**config.mk**
```make
export PLATFORM = sky130hd
export DESIGN_NAME = uart_rx_mmio
export DESIGN_NICKNAME = d
export VERILOG_FILES = /design/src/rtl/uart_rx_mmio_pkg.sv /design/src/rtl/uart_rx_mmio_rx_fifo.sv /design/src/rtl/uart_rx_mmio.sv
export SDC_FILE = /design/constraint.sdc
export NUM_CORES = 1
export LEC_CHECK = 0
export BUFFER_PORTS_ARGS = -buffer_cell sky130_fd_sc_hd__buf_2
export CAP_MARGIN = 40
export CORE_MARGIN = 2
export CORE_UTILIZATION = 45
export CTS_CLUSTER_DIAMETER = 150
export DETAILED_ROUTE_END_ITERATION = 7
export GPL_TIMING_DRIVEN = 0
export PLACE_DENSITY = 0.67
export SLEW_MARGIN = 20
export SYNTH_ARGS = -nofsm -noshare
export SYNTH_HDL_FRONTEND = slang
export SYNTH_HIERARCHICAL = 1
export SYNTH_SLANG_ARGS = --single-unit
```
**constraint.sdc**
```tcl
create_clock -name clk -period 4.75 [get_ports clk]
set_input_delay 0.475 -clock clk [delete_from_list [all_inputs] [get_ports clk]]
set_output_delay 0.475 -clock clk [all_outputs]
set_load 0.1 [all_outputs]
```
**src/rtl/uart_rx_mmio_pkg.sv**
```systemverilog
// uart_rx_mmio_pkg
//   Shared definitions for the memory-mapped UART receiver: register
//   offsets, STATUS bit positions, the RXDATA empty flag and the receive
//   FSM state encoding.
//   No ports (package).
package uart_rx_mmio_pkg;

  typedef enum logic [1:0] {
    ST_IDLE  = 2'd0,
    ST_START = 2'd1,
    ST_DATA  = 2'd2,
    ST_STOP  = 2'd3
  } rx_state_t;

  localparam logic [2:0] RXDATA_OFS = 3'd0;
  localparam logic [2:0] STATUS_OFS = 3'd4;

  localparam int ST_NONEMPTY_BIT = 0;
  localparam int ST_OVR_BIT      = 1;
  localparam int ST_FRM_BIT      = 2;
  localparam int ST_IRQEN_BIT    = 3;

  localparam int          RXDATA_EMPTY_BIT  = 31;
  localparam logic [31:0] RXDATA_EMPTY_WORD = 32'h8000_0000;

endpackage

```
**src/rtl/uart_rx_mmio_rx_fifo.sv**
```systemverilog
// rx_fifo
//   Small synchronous FIFO for received bytes. Head is presented
//   combinationally on dout. A push while full is only accepted when a pop
//   happens in the same cycle (the popped slot is reused).
// Ports:
//   clk, rstn      clock, async active-low reset
//   push, din      write request and data
//   pop            read request (ignored when empty)
//   dout           current head entry
//   empty, full    occupancy flags
module rx_fifo #(
  parameter int DW = 8,
  parameter int AW = 3
) (
  input  logic          clk,
  input  logic          rstn,
  input  logic          push,
  input  logic [DW-1:0] din,
  input  logic          pop,
  output logic [DW-1:0] dout,
  output logic          empty,
  output logic          full
);

  localparam int DEPTH = 1 << AW;

  logic [DW-1:0] mem [0:DEPTH-1];
  logic [AW:0]   wr_ptr;
  logic [AW:0]   rd_ptr;
  logic          do_push;
  logic          do_pop;

  // Wrap bit distinguishes full from empty when the low bits match.
  assign empty   = (wr_ptr == rd_ptr);
  assign full    = (wr_ptr[AW] != rd_ptr[AW]) && (wr_ptr[AW-1:0] == rd_ptr[AW-1:0]);
  assign do_pop  = pop & ~empty;
  assign do_push = push & (~full | do_pop);
  assign dout    = mem[rd_ptr[AW-1:0]];

  always_ff @(posedge clk) begin
    if (do_push) mem[wr_ptr[AW-1:0]] <= din;
  end

  always_ff @(posedge clk or negedge rstn) begin
    if (!rstn) begin
      wr_ptr <= '0;
      rd_ptr <= '0;
    end else begin
      if (do_push) wr_ptr <= wr_ptr + 1'b1;
      if (do_pop)  rd_ptr <= rd_ptr + 1'b1;
    end
  end

endmodule

```
**src/rtl/uart_rx_mmio.sv**
```systemverilog
// uart_rx_mmio
//   8N1 UART receiver with a byte FIFO, exposed as a memory-mapped bus
//   responder with 1-cycle registered read latency.
//   Optional feature macro: UART_RX_IRQ_EN adds the irq port and the irqen
//   bit (STATUS bit 3).
// Registers (window at BASE_ADDR, 8 bytes):
//   +0 RXDATA  read pops head: {empty,23'b0,byte}; writes ignored
//   +4 STATUS  {frm,ovr,nonempty}; wmask[0] write: W1C ovr/frm, irqen R/W
// Ports:
//   clk, rstn              clock, async active-low reset
//   rx                     async serial input, idle high
//   valid, write, wmask,   bus request
//   wdata, addr
//   rdata, rd_hit          registered read response
//   irq                    level interrupt (UART_RX_IRQ_EN only)
//
// state   | meaning
// IDLE    | waiting for a falling edge on synced rx
// START   | half-bit wait, confirm start bit still low
// DATA    | sampling 8 data bits, LSB first, one per CLK_DIV
// STOP    | sampling stop bit; push byte or flag framing error
module uart_rx_mmio
  import uart_rx_mmio_pkg::*;
#(
  parameter logic [31:0] BASE_ADDR = 32'h10000100,
  parameter int          CLK_DIV   = 868,
  parameter int          FIFO_AW   = 3
) (
  input  logic        clk,
  input  logic        rstn,
  input  logic        rx,
  input  logic        valid,
  input  logic        write,
  input  logic [3:0]  wmask,
  input  logic [31:0] wdata,
  input  logic [31:0] addr,
  output logic [31:0] rdata,
  output logic        rd_hit
`ifdef UART_RX_IRQ_EN
  ,
  output logic        irq
`endif
);

  localparam int            CW      = $clog2(CLK_DIV);
  localparam logic [CW-1:0] HALF_LD = CW'(CLK_DIV / 2 - 1);
  localparam logic [CW-1:0] FULL_LD = CW'(CLK_DIV - 1);

  logic      rx_s1, rx_s2, rx_prev;
  logic      rx_fall;
  rx_state_t state;
  logic [CW-1:0] cnt;
  logic [2:0]    bit_idx;
  logic [7:0]    shreg;
  logic          push_q;
  logic          ferr_q;

  logic       sel, is_status, rd_req, wr_req, stat_wr;
  logic       pop;
  logic [7:0] fifo_dout;
  logic       fifo_empty, fifo_full;
  logic       ovr, frm;
  logic       ovr_set;
  logic [31:0] status_word;

  // Synchroniser reset to idle-high so no spurious edge is seen out of reset.
  always_ff @(posedge clk or negedge rstn) begin
    if (!rstn) begin
      rx_s1   <= 1'b1;
      rx_s2   <= 1'b1;
      rx_prev <= 1'b1;
    end else begin
      rx_s1   <= rx;
      rx_s2   <= rx_s1;
      rx_prev <= rx_s2;
    end
  end

  assign rx_fall = rx_prev & ~rx_s2;

  always_ff @(posedge clk or negedge rstn) begin
    if (!rstn) begin
      state   <= ST_IDLE;
      cnt     <= '0;
      bit_idx <= '0;
      shreg   <= '0;
      push_q  <= 1'b0;
      ferr_q  <= 1'b0;
    end else begin
      push_q <= 1'b0;
      ferr_q <= 1'b0;
      case (state)
        ST_IDLE: begin
          if (rx_fall) begin
            state <= ST_START;
            cnt   <= HALF_LD;
          end
        end
        ST_START: begin
          if (cnt == '0) begin
            if (!rx_s2) begin
              state   <= ST_DATA;
              cnt     <= FULL_LD;
              bit_idx <= '0;
            end else begin
              state <= ST_IDLE;
            end
          end else begin
            cnt <= cnt - 1'b1;
          end
        end
        ST_DATA: begin
          if (cnt == '0) begin
            shreg <= {rx_s2, shreg[7:1]};
            cnt   <= FULL_LD;
            if (bit_idx == 3'd7) state <= ST_STOP;
            else                 bit_idx <= bit_idx + 1'b1;
          end else begin
            cnt <= cnt - 1'b1;
          end
        end
        ST_STOP: begin
          if (cnt == '0) begin
            // A held-low line ends here with one framing error; IDLE then
            // needs the line to rise before another start is seen.
            if (rx_s2) push_q <= 1'b1;
            else       ferr_q <= 1'b1;
            state <= ST_IDLE;
          end else begin
            cnt <= cnt - 1'b1;
          end
        end
        default: state <= ST_IDLE;
      endcase
    end
  end

  assign sel       = valid & (addr[31:3] == BASE_ADDR[31:3]);
  assign is_status = (addr[2] == STATUS_OFS[2]);
  assign rd_req    = sel & ~write;
  assign wr_req    = sel & write;
  assign stat_wr   = wr_req & is_status & wmask[0];
  assign pop       = rd_req & ~is_status & ~fifo_empty;

  rx_fifo #(
    .DW(8),
    .AW(FIFO_AW)
  ) u_fifo (
    .clk  (clk),
    .rstn (rstn),
    .push (push_q),
    .din  (shreg),
    .pop  (pop),
    .dout (fifo_dout),
    .empty(fifo_empty),
    .full (fifo_full)
  );

  // A simultaneous pop frees the slot, so that push is not an overrun.
  assign ovr_set = push_q & fifo_full & ~pop;

  always_ff @(posedge clk or negedge rstn) begin
    if (!rstn) begin
      ovr <= 1'b0;
      frm <= 1'b0;
    end else begin
      if (ovr_set)                          ovr <= 1'b1;
      else if (stat_wr & wdata[ST_OVR_BIT]) ovr <= 1'b0;
      if (ferr_q)                           frm <= 1'b1;
      else if (stat_wr & wdata[ST_FRM_BIT]) frm <= 1'b0;
    end
  end

`ifdef UART_RX_IRQ_EN
  logic irqen;

  always_ff @(posedge clk or negedge rstn) begin
    if (!rstn) begin
      irqen <= 1'b0;
      irq   <= 1'b0;
    end else begin
      if (stat_wr) irqen <= wdata[ST_IRQEN_BIT];
      irq <= irqen & (~fifo_empty | ovr | frm);
    end
  end
`endif

  always_comb begin
    status_word                  = '0;
    status_word[ST_NONEMPTY_BIT] = ~fifo_empty;
    status_word[ST_OVR_BIT]      = ovr;
    status_word[ST_FRM_BIT]      = frm;
`ifdef UART_RX_IRQ_EN
    status_word[ST_IRQEN_BIT]    = irqen;
`endif
  end

  always_ff @(posedge clk or negedge rstn) begin
    if (!rstn) begin
      rdata  <= '0;
      rd_hit <= 1'b0;
    end else begin
      rd_hit <= rd_req;
      if (rd_req) begin
        if (is_status)       rdata <= status_word;
        else if (fifo_empty) rdata <= RXDATA_EMPTY_WORD;
        else                 rdata <= {24'b0, fifo_dout};
      end
    end
  end

  logic unused_bits;
`ifdef UART_RX_IRQ_EN
  assign unused_bits = ^{wmask[3:1], wdata[31:4], wdata[0], addr[1:0]};
`else
  assign unused_bits = ^{wmask[3:1], wdata[31:3], wdata[0], addr[1:0]};
`endif

endmodule
```
## Yosys cells after proc, flatten, opt, wreduce, memory -nomap -nowiden

Memory sizes are Yosys's and may differ from the RTL's.
Cells that the tools add are included.

| storage, ports and cells | value |
|---|---|
| word-level logic and storage cells | 100 |
| bits in registers | 71 |
| latch bits | 0 |
| memories kept | 1 |
| bits in writable memories | 64 |
| bits in read-only memories | 0 |
| bits of input ports | 73 |
| output and inout port bits | 33 |

| operators by class | value |
|---|---|
| order comparisons | 0 |
| bitwise gates (word level) | 21 |
| equal/unequal tests | 17 |
| add/sub/neg operators | 4 |
| divide/modulo/power cells | 0 |
| multipliers | 0 |
| reduce and logical (&&, ||, !) cells | 10 |
| shift-type cells | 0 |
| multiplexer cells | 32 |

Memories:

| memory | words | width | read ports | clocked after Yosys merged registers in | wr ports | line | RTL |
|---|---|---|---|---|---|---|---|
| u_fifo.mem | 8 | 8 | 1 | 0 | 1 | uart_rx_mmio_rx_fifo.sv:27 | `logic [DW-1:0] mem [0:DEPTH-1];` |

Operators by type and width:

| operator | number |
|---|---|
| 32-bit two-way mux | 2 |
| 10-bit two-way mux | 5 |
| 10-bit one-hot mux with 4 select lines | 1 |
| 29-bit by 26-bit == test with 1-bit output (second input constant) | 1 |
| 2-bit != test (second input constant) | 8 |
| 1-bit AND | 14 |
| 1-bit two-way mux | 12 |
| 2-bit two-way mux | 6 |
| 3-bit two-way mux | 4 |
| 10-bit zero test | 1 |
| 5-bit AND reduction | 2 |
| 10-bit by 1-bit subtractor with 10-bit output (second input constant) | 1 |
| 4-bit by 1-bit adder with 4-bit output (second input constant) | 2 |
| 2-bit one-hot mux with 4 select lines | 1 |
| 1-bit NOT | 6 |
| 3-bit one-hot mux with 2 select lines | 1 |
| 2-bit nonzero test | 3 |
| 2-bit == test (second input constant) | 2 |
| 4-bit == test | 1 |
| 3-bit by 1-bit adder with 3-bit output (second input constant) | 1 |
| 3-bit == test | 1 |
| 3-bit == test (second input constant) | 1 |
| 3-bit != test (second input constant) | 1 |
| 3-bit AND reduction | 1 |
| other kinds (6) | 6 |

## Longest topological paths before layout

Gate-level depths: netlist of run 1.

| depth | value |
|---|---|
| word-level depth | 10 |
| gate-level depth with buffers | 12 |
| depth with buffers taken out | 9 |

## By module

The synthesis of run 1 kept the hierarchy.

Modules (own cells, without submodules):

| module | sequential area each (um2) | times used | area an instance (um2) | cells each |
|---|---|---|---|---|
| rx_fifo | 2122.0 | 1 | 2987.9 | 151 |
| uart_rx_mmio | 1004.7 | 1 | 2393.5 | 231 |

## Least setup slack after synthesis of run 1

OpenSTA, ideal clock, no wires.

| timing | value |
|---|---|
| kind | register -> register |
| from | register u_fifo.rd_ptr[0] |
| to | memory u_fifo.mem[3][0], enable pin |
| period minus slack after synthesis | 3.287 ns |
| library setup time | 0.398 ns |
| buffers on the path | 3 |
| arrival | 2.889 ns |
| stages on the path, launching flop included | 11 |
| required time | 4.352 ns |
| setup slack | 1.463 ns |
| path through | dfrtp_1 -> buf_6 -> xnor2_2 -> nand3_2 -> buf_6 -> nor2_1 -> nor2_1 -> nor4b_1 -> clkbuf_1 -> nor3_1 -> nor4b_1 |

| between the ends | value |
|---|---|
| word-level cells in the longest chain between the ends | 8 |
| elaborated cells between the ends (all ways) | 11 |
| classes of those cells | eq/ne: 2; mux: 2; bitwise: 6; reduce/logical: 1 |

RTL lines:

| element | line | RTL |
|---|---|---|
| start: declaration | uart_rx_mmio_rx_fifo.sv:29 | `logic [AW:0] rd_ptr;` |
| start signal: assignment | uart_rx_mmio_rx_fifo.sv:50 | `if (do_pop) rd_ptr <= rd_ptr + 1'b1;` |
| 4-bit == test | uart_rx_mmio_rx_fifo.sv:34 | `assign empty = (wr_ptr == rd_ptr);` |
| via fifo_empty | uart_rx_mmio.sv:61 | `logic fifo_empty, fifo_full;` |
| 1-bit NOT | uart_rx_mmio.sv:143 | `assign pop = rd_req & ~is_status & ~fifo_empty;` |
| 1-bit AND | uart_rx_mmio.sv:143 |  |
| via pop | uart_rx_mmio.sv:59 | `logic pop;` |
| 1-bit AND | uart_rx_mmio_rx_fifo.sv:36 | `assign do_pop = pop & ~empty;` |
| 1-bit OR | uart_rx_mmio_rx_fifo.sv:37 | `assign do_push = push & (~full \| do_pop);` |
| 1-bit AND | uart_rx_mmio_rx_fifo.sv:37 |  |
| 1-bit two-way mux | uart_rx_mmio_rx_fifo.sv:41 | `if (do_push) mem[wr_ptr[AW-1:0]] <= din;` |
| 1-bit two-way mux (not written as such) | uart_rx_mmio_rx_fifo.sv:41 |  |
| end: declaration | uart_rx_mmio_rx_fifo.sv:27 |  |

The timed path passes the listed nets, and every way through them passes these cells.

## Worst setup path after layout of run 1

| timing | value |
|---|---|
| from | register u_fifo.rd_ptr[0] |
| to | memory u_fifo.mem[0][6], enable pin |

Same word-level chain as after synthesis.

==> results of run 1 <==
[area by class of cell]
type / instances / area (sq um)
sequential: 112 / 3127
tap: 143 / 178.9
timing repair buffer: 54 / 315.3
buffer: 38 / 266.5
inverter: 13 / 48.80
clock inverter: 7 / 77.57
clock buffer: 9 / 225.2
multi-input combinational: 241 / 2062
fill: 954 / 5264
[sequential cells by signal, indices dropped and copies added, names as in the netlist, 3 cells and up, named ones only]
signal         count
u_fifo/mem        64
cnt               10
rdata              9
shreg              8
u_fifo/rd_ptr      4
u_fifo/wr_ptr      4
bit_idx            3
[report_power, final]
part	total (W)	internal, W	switching [W]
Combinational	0.000533	0.000187	0.000346
Clock	0.000737	0.000371	0.000366
Sequential	0.00112	0.00106	0.0000570
[final timing paths]
path	to	slack, ns	cells past startpoint
min in group clk	rx_s1	0.22	1
setup / recovery	u_fifo/mem[0][6]	1.19	11
hold / removal	cnt[8]	0.02	1
max in group asynchronous	frm	4.14	3
hold reg to reg	rx_s2	0.36	0
setup reg to reg	u_fifo/mem[0][6]	1.19	11
[logic make-up (layout without fill, tap and decap cells)]
group,Yosys count,count (layout),share of synthesized area
buf+inv,51,121,0.05859
fa+ha+maj,11,11,0.02558
flops,112,112,0.5810
compound gates,60,60,0.08091
simple gates,94,94,0.1077
other cells,1,23,0.0006968
xor+xnor,9,9,0.01744
mux,44,44,0.1281
[metrics by stage]
stage               area (sq um)  hold slack, ns  power, W
detailed placement          5993          0.3468  0.001659
floorplan                   5464          0.1794  0.001537
finish                      6301         0.01585  0.002387
CTS                         6296         0.01425  0.002401
global route                6301         0.03258  0.002511
global placement            5878          0.3466  0.001641
[worst register-to-register path: cells and delay by family (launching register included)]
| kind | cells | cell delay [ns] |
|---|---|---|
| buffers and inverters | 4 | 0.98 |
| XOR/XNOR | 1 | 0.14 |
| flip-flops | 1 | 0.40 |
| AND/OR/NAND/NOR | 6 | 1.75 |
[routing by layer]
metal,vias up,global-route usage,part of all wire
met5,-,0,0
met4,0,0.05610,0.015
met3,12,0.03749,0.058
met2,113,0.2766,0.50
met1,1657,0.2068,0.43
li1,1615,-,-
[layout by cell type, fill, tap and decap left out, types with 6 or more instances in the layout]
master     instances
a21oi_1            7
conb_1            23
o21a_1             6
nor3_1             6
edfxtp_1          64
buf_2             54
o31ai_1            6
ha_1              11
xnor2_1            6
mux2_2            23
clkbuf_16          9
buf_4             24
nand2_1           10
o21ai_0            9
nor2_1            17
mux4_2            11
nor4b_1            6
inv_1             13
nand4_1           11
clkbuf_1           6
dfrtp_1           45
==> flow_metrics.tcl, run 1 <==
set metrics [dict create \
    cts-htree-levels 3 \
    diodes 0 \
    clock_latency_ns 0.35 \
    run_status "complete, no violations" \
    design.portCount 106 \
    detail_route.drc_violations 0 \
    core_sq_um 11560 \
    grt_max_degree 22 \
    synth_enable_flop_cells 64 \
    hold_class "input port to asynchronous set/reset pin" \
    worst-path-max-fanout 10 \
    finalWorstPathRequiredPeriod_ns 3.562 \
    synth_largest_type_area_fraction 0.3571 \
    fin_util 0.5448 \
    crit_type "flop to flop" \
    cts_root_buf "clkbuf_16" \
    design.final.nets 553 \
    post_drt_antenna_nets 0 \
    timing.final.crit_share 0.7498 \
    yosys_most_used_dff "edfxtp_1" \
    dp_cells 600 \
    yosys.cell_types.count 65 \
    rows 39 \
    grt_first_pass_wirelength_um 16180 \
    fin_skew_ns 0.009715 \
    worstPathCellList "buf_6, xnor2_2, nand3_2, buf_6, nor2_1, nor2_1, nor4b_1, clkbuf_1, nor3_1, nor4_2, buf_2" \
    syn_std_cell_area_sq_um 5381 \
    fin_setup_tns_ns 0 \
    drt_first_pass_iters 4 \
    synth.largest_area_cell "edfxtp_1" \
    ys_top_cells_by_area "edfxtp_1 36%, dfrtp_1 21%, mux2_2 4.8%" \
    crit_arrival_ns 3.62 \
    maxSlewHeadroom 0.4662 \
    asyncSetResetFlopFracSynth 0.4286 \
    post-cts-setup-buffers 0 \
    dieHeight_um 113.4 \
    initial_utilization 0.4653 \
    worstPathBufferInverterCount 4 \
    cts.repair.resized 0 \
    holdBufCountCts 0 \
    critical-path-top-delay-family "simple AND/OR/NAND/NOR gates" \
    crit_path_top_delay_cell "nor4_2" \
    p_leak_nw 2.621 \
    grt_setup_unrepaired "false" \
    antenna_found_initial 0 \
    setup_ws_ns 1.188 \
    worst_setup_path_startpoint "u_fifo/rd_ptr[0]" \
    tritoncts_clock_tree "done" \
    area_growth_pct 17.09 \
    reg2reg_from "u_fifo/rd_ptr[0]" \
    hold_violations 0 \
    achievable_freq_mhz 280.8 \
    netlist_instances 382 \
    cts_made_buffers 9 \
    syn-mean-instance-area_sq_um 14.09 \
    cp-start-kind "flop" \
    synth.ff_latch_count 112 \
    globalRoute.totalOverflow 0 \
    numClockSinks 112 \
    post-synth-top-count-cell "edfxtp_1" \
    detail_route.wl_per_cell_um 16.26 \
    power.density_cell_area_nw_per_um2 378.9 \
    synth-warning-count 6 \
    setup.worst_path.end_class "flop" \
    floorplan.die_area_sq_um 12850 \
    synthTopCellsByCount "64 x edfxtp_1, 45 x dfrtp_1, 24 x buf_4, 23 x mux2_2, 17 x nor2_1" \
    timing.final.setup_violations 0 \
    hpwl_um 7300 \
    finish.cell_count_without_fillers 617 \
    die_width_um 113.4 \
    ir_worst_vdd_mv 0.2897 \
    cap_violations 0 \
    timing.critical_path.slowest_cell_delay_ns 0.56 \
    synth-seq-area-share 0.5810 \
    grt_pass1_vias 3231 \
    worst_ep_required_time_ns 4.81 \
    drt-vias-per-instance 5.506 \
    drive_gt1_frac 0.3439 \
    num_vias 3397 \
    buffers_from_clock_root_to_sink_at_most 2 \
    wl_um 10030 \
    global_route.usage.total 0.1630 \
    portBuffers 47 \
    drt_first_iter_violations 186 \
    actual_slew_at_the_worst_max_slew_pin_ns 0.7978 \
    clk_transition_reported_paths_ns 0.08 \
    finalMaxSlewViolations 0 \
    pre_cts_ws_ns 1.158 \
    place.gp.congestion 0.8410 \
]
(Power assumes the default switching activity.)
==> run 2, diff against run 1 <==
Clock period 4.75 ns to 3.4 ns, I/O delays scaled along.
==> flow_metrics.tcl, run 2 (synthesized netlist as in run 1, its figures left out) <==
set metrics [dict create \
    run_status "complete, no violations" \
    crit_arrival_ns 3.18 \
    cts_made_buffers 9 \
    ff_latch_area_sq_um 3127 \
    worst_setup_path_startpoint "u_fifo/wr_ptr[1]" \
    core_sq_um 11560 \
    global_route.usage.total 0.1636 \
    grt_setup_unrepaired "false" \
    achievable_freq_mhz 319.5 \
    detail_route.wl_per_cell_um 16.35 \
    fin_skew_ns 0.009385 \
    drt_first_iter_violations 193 \
    place.gp.congestion 0.8410 \
    crit_type "flop to flop" \
    layout_common_cells "64 x edfxtp_1, 54 x buf_2, 45 x dfrtp_1, 24 x buf_4" \
    power.density_cell_area_nw_per_um2 526.3 \
    setup.worst_path.end "u_fifo/mem[3][5]" \
    antenna_found_initial 0 \
    cap_violations 0 \
    diodes 0 \
    worstPathCellList "buf_2, xnor2_2, nand3_2, buf_6, nor2_1, nor2_4, nor4b_2, clkbuf_2, nor3_1, clkbuf_2, nor4b_2, buf_2" \
    tritoncts_clock_tree "done" \
    fin_setup_tns_ns 0 \
    actual_slew_at_the_worst_max_slew_pin_ns 0.8095 \
    timing.final.crit_share 0.9206 \
    layout_commonest_cell "edfxtp_1" \
    post_drt_antenna_nets 0 \
    setup.worst_path.end_class "flop" \
    grt_max_degree 22 \
    r2r_slack_ns 0.27 \
    hold_violations 0 \
    timing.critical_path.slowest_cell_delay_ns 0.40 \
    r2r_cells 12 \
    worst_ep_required_time_ns 3.45 \
    reg2reg_from "u_fifo/wr_ptr[1]" \
    dieHeight_um 113.4 \
    cts-htree-levels 3 \
    worst-path-max-fanout 10 \
    crit_path_top_delay_cell "nor4b_2" \
    wl_um 10120 \
    finalMaxSlewViolations 0 \
    largest_register_ffs 64 \
    postLayoutCellArea_sq_um 6349 \
    hpwl_um 7300 \
    ir_worst_vdd_mv 0.4072 \
    grt_first_pass_wirelength_um 16250 \
    drt_first_pass_iters 4 \
    cts_root_buf "clkbuf_16" \
    multi_input_comb_area_sq_um 2093 \
    grt_pass1_vias 3242 \
    p_total_w 0.003341 \
    finalWorstPathRequiredPeriod_ns 3.130 \
    drt-vias-per-instance 5.553 \
    timing.final.setup_violations 0 \
    rows 39 \
    area_growth_pct 17.97 \
    reg2reg_to "u_fifo/mem[3][5]" \
    die_width_um 113.4 \
    num_vias 3437 \
    detail_route.drc_violations 0 \
    buffers_from_clock_root_to_sink_at_most 2 \
    hold_slack_ns 0.08015 \
    clock_latency_ns 0.35 \
    design.portCount 106 \
    maxSlewHeadroom 0.4562 \
    initial_utilization 0.4653 \
    hold_class "input port to flop" \
    clk_transition_reported_paths_ns 0.07 \
    design.final.nets 555 \
    drive_gt1_frac 0.3508 \
    post-cts-setup-buffers 0 \
    portBuffers 47 \
    cp-start-kind "flop" \
    p_leak_nw 2.635 \
    place_area_sq_um 5993 \
    nFillCells 951 \
    floorplan.die_area_sq_um 12850 \
    globalRoute.totalOverflow 0 \
    numClockSinks 112 \
]
==> run 2: per-stage QoR <==
stage,std cells,utilization,setup WS [ns]
after global placement,594,0.5083,-0.9804
after global routing,619,0.5490,0.05924
final,619,0.5490,0.2701
after detailed placement,600,0.5182,-0.1491
after floorplan,404,-,0.1132
after CTS,617,0.5463,0.04231
==> run 2: how the worst min path moves through the flow <==
stage / startpoint / to / depth (start not counted) / slack, ns
finish: rx / rx_s1 / 1 / 0.08
global route: rx / rx_s1 / 1 / 0.06
CTS: rx / rx_s1 / 1 / 0.07
detailed placement: rstn / cnt[8] / 1 / 0.27
global placement: rx_s1 / rx_s2 / 0 / 0.35
floorplan: rstn / asynchronous set/reset pin / 0 / 0.04
==> run 2: metal layers <==
metal | wire length [um] | part of all wire | vias to the layer above | global-route usage
li1 | - | - | 1622 | -
met1 | 4419 | 0.44 | 1697 | 0.2086
met2 | 5061 | 0.50 | 106 | 0.2766
met3 | 485 | 0.048 | 12 | 0.03749
met4 | 155 | 0.015 | 0 | 0.05610
met5 | 0 | 0 | - | 0
==> run 2: layout make-up <==
| cell class | count | area share |
|---|---|---|
| Inverter | 13 | 0.007686 |
| Tap cell | 143 | 0.02818 |
| Clock buffer | 9 | 0.03547 |
| Sequential cell | 112 | 0.4925 |
| Timing Repair Buffer | 56 | 0.05203 |
| Clock inverter | 7 | 0.01222 |
| Multi-Input combinational cell | 241 | 0.3297 |
| Buffer | 38 | 0.04218 |
==> run 2: critical path: cells and delay by family (launching register included) <==
kind | cells | cell delay [ns]
XOR/XNOR | 1 | 0.16
flip-flops | 1 | 0.38
AND/OR/NAND/NOR | 6 | 1.18
buffers and inverters | 5 | 1.11
==> run 2: timing repair <==
action | 4_1_cts | 5_1_grt
hold buffers | 1 | 0
hold endpoints to repair | 9 | 0
gates resized for setup | 2 | 5
pin swaps | 0 | 0
setup endpoints to repair | 53 | 60
==> run 2: where the power goes <==
group | leakage, nW | internal (W) | total (W) | switching, W
clock network | 0.143 | 0.000519 | 0.00103 | 0.000514
registers | 1.24 | 0.00148 | 0.00156 | 0.0000787
logic | 1.25 | 0.000262 | 0.000749 | 0.000486
==> run 3, diff against run 2 <==
Settings changed: PLACE_DENSITY 0.67 to 0.68, SYNTH_HIERARCHICAL 1 to not set.
==> flow_metrics.tcl, run 3 <==
set metrics [dict create \
    timing.final.setup_violations 0 \
    timing.final.crit_share 0.7523 \
    cts-htree-levels 3 \
    synth_simple_gate_area_share 0.09452 \
    grt_setup_unrepaired "false" \
    cts_root_buf "clkbuf_16" \
    p_leak_nw 2.498 \
    synth_xor_area_frac 0.01728 \
    finalWorstPathRequiredPeriod_ns 2.558 \
    synth-warning-count 0 \
    pre_cts_ws_ns 0.4042 \
    drive_gt1_frac 0.3065 \
    post-synth-top-count-cell "edfxtp_1" \
    holdPathStages 1 \
    drt-vias-per-instance 5.285 \
    reg2reg_to "cnt[3]" \
    antenna_found_initial 0 \
    buffers_from_clock_root_to_sink_at_most 2 \
    detail_route.wl_per_cell_um 16.47 \
    hpwl_um 6853 \
    run_status "complete, no violations" \
    setup.worst_path.end_class "flop" \
    post-cts-setup-buffers 0 \
    syn_std_cell_area_sq_um 5070 \
    synth.area.mux_share 0.1098 \
    yosys_most_used_dff "edfxtp_1" \
    layout_common_cells "64 x edfxtp_1, 52 x buf_2, 45 x dfrtp_1, 28 x buf_4" \
    largest_register_ffs 64 \
    design.final.nets 539 \
    floorplan.die_area_sq_um 12130 \
    rows 38 \
    holdBufCountCts 1 \
    synth.ff_latch_count 112 \
    cts_made_buffers 9 \
    tritoncts_clock_tree "done" \
    drt_first_iter_violations 253 \
    grt_first_pass_wirelength_um 15580 \
    holdPathEnd "rx_s1" \
    synth_largest_type_area_fraction 0.3791 \
    layout_commonest_cell "edfxtp_1" \
    yosys.cell_types.count 55 \
    asyncSetResetFlopFracSynth 0.4286 \
    crit_arrival_ns 2.61 \
    area_growth_pct 17.92 \
    worst_ep_required_time_ns 3.45 \
    core_sq_um 10940 \
    ir_worst_vdd_mv 0.3525 \
    fin_util 0.5467 \
    fin_setup_tns_ns 0 \
    post_drt_antenna_nets 0 \
    design.portCount 106 \
    fin_skew_ns 0.005431 \
    synth.largest_area_cell "edfxtp_1" \
    actual_slew_at_the_worst_max_slew_pin_ns 0.8291 \
    dieHeight_um 110.1 \
    detail_route.drc_violations 0 \
    place.gp.congestion 0.8991 \
    worstHoldStart "rx" \
    p_total_w 0.003319 \
    cap_violations 0 \
    clock_latency_ns 0.35 \
    maxSlewHeadroom 0.4414 \
    setup_ws_ns 0.8421 \
    worst-path-max-fanout 6 \
    cp-start-kind "input port" \
    ys_top_cells_by_area "edfxtp_1 38%, dfrtp_1 22%, mux4_2 7.1%" \
    global_route.usage.total 0.1756 \
    portBuffers 46 \
    dp_cells 582 \
    synth_compound_gate_area_share 0.07922 \
    r2r_cells 7 \
    crit_type "input port to flop" \
    syn-mean-instance-area_sq_um 13.78 \
    grt_pass1_vias 3045 \
    hold_violations 0 \
    synth-seq-area-share 0.6167 \
    netlist_instances 368 \
    synth_enable_flop_cells 64 \
    combinational_family_with_the_most_area_after_synthesis "multiplexers" \
    synthTopCellsByCount "64 x edfxtp_1, 45 x dfrtp_1, 23 x buf_4, 23 x o21ai_0" \
    grt_max_degree 28 \
    cts.repair.resized 0 \
    num_vias 3171 \
    reg2reg_from "cnt[0]" \
    hold_class "input port to flop" \
    finalMaxSlewViolations 0 \
    achievable_freq_mhz 390.9 \
    drt_first_pass_iters 4 \
    r2r_slack_ns 0.89 \
    power.density_cell_area_nw_per_um2 555.3 \
    globalRoute.totalOverflow 0 \
    synthAdderAreaFrac 0.02715 \
    numClockSinks 112 \
    clk_transition_reported_paths_ns 0.07 \
    finish.cell_count_without_fillers 600 \
    die_width_um 110.1 \
    diodes 0 \
    wl_um 9881 \
    initial_utilization 0.4636 \
    nFillCells 886 \
]
## run 3: cell types whose count changed after synthesis, sizes merged, moves of 4 or more
| cell | before | now |
|---|---|---|
| a31o | 5 | 1 |
| mux2 | 24 | 13 |
| nand2 | 10 | 20 |
| nand4 | 11 | 3 |
| nor2b | 5 | 1 |
| nor4b | 7 | 3 |
| o21a | 6 | 1 |
| o21ai | 10 | 25 |
| o31ai | 6 | 1 |
## run 3: how the worst max path moves through the flow
stage | startpoint | endpoint | depth (start not counted) | slack [ns]
2_1_floorplan | addr[6] | u_fifo.mem[0][0] | 5 | 0.78
3_5_place_dp | addr[26] | u_fifo.mem[3][6] | 6 | 0.40
3_3_place_gp | addr[26] | u_fifo.mem[0][5] | 6 | -0.37
6_report | addr[26] | u_fifo.mem[0][6] | 7 | 0.84
5_1_grt | addr[26] | u_fifo.mem[0][5] | 7 | 0.54
4_1_cts | addr[26] | u_fifo.mem[3][2] | 6 | 0.77
## run 3: area by class of cell
class	count	area (sq um)	share of cell area
sequential	112	3127	0.5230
multi-input combinational	231	1775	0.2970
timing repair buffer	54	302.8	0.05065
buffer	36	235.2	0.03935
clock buffer	10	229.0	0.03830
tap	140	175.2	0.02930
clock inverter	6	92.59	0.01549
inverter	11	41.29	0.006907
## run 3: logic make-up (layout without fill, tap and decap cells)
family                     after synthesis  after routing
AOI/OAI and AO/OA                       60             60
xor gates and xnor gates                10             10
muxes                                   34             34
and+or+nand+nor                         93             93
buffers and inverters                   47            117
adders and majority gates               11             11
DFF                                    112            112
other                                    1             23
## run 3: critical path: stages
cell and delay (ns):
buf_2 0.10, nor4b_1 0.32, nand4_1 0.22, nor3_1 0.55, o21ai_2 0.23, nor4_2 0.53, buf_2 0.32
## run 3: where the power goes
part,internal [W],total (W),switching [W],leakage [nW]
clock network,0.000651,0.00113,0.000477,0.156
logic,0.000230,0.000646,0.000416,1.09
registers,0.00148,0.00154,0.0000630,1.25
## run 3: layer usage
layer,vias to the layer above,track usage,share of wire
met5,-,0,0
met3,11,0.03527,0.061
met4,0,0.07232,0.018
met2,100,0.2853,0.47
li1,1518,-,-
met1,1542,0.2323,0.45
## run 3: metrics by stage
| stage | hold slack, ns | area (sq um) |
|---|---|---|
| 4_1_cts | 0.07477 | 5971 |
| 3_5_place_dp | 0.3472 | 5639 |
| 3_3_place_gp | 0.3456 | 5558 |
| 2_1_floorplan | 0.04441 | 5152 |
| 5_1_grt | 0.07819 | 5978 |
| 6_report | 0.08683 | 5978 |
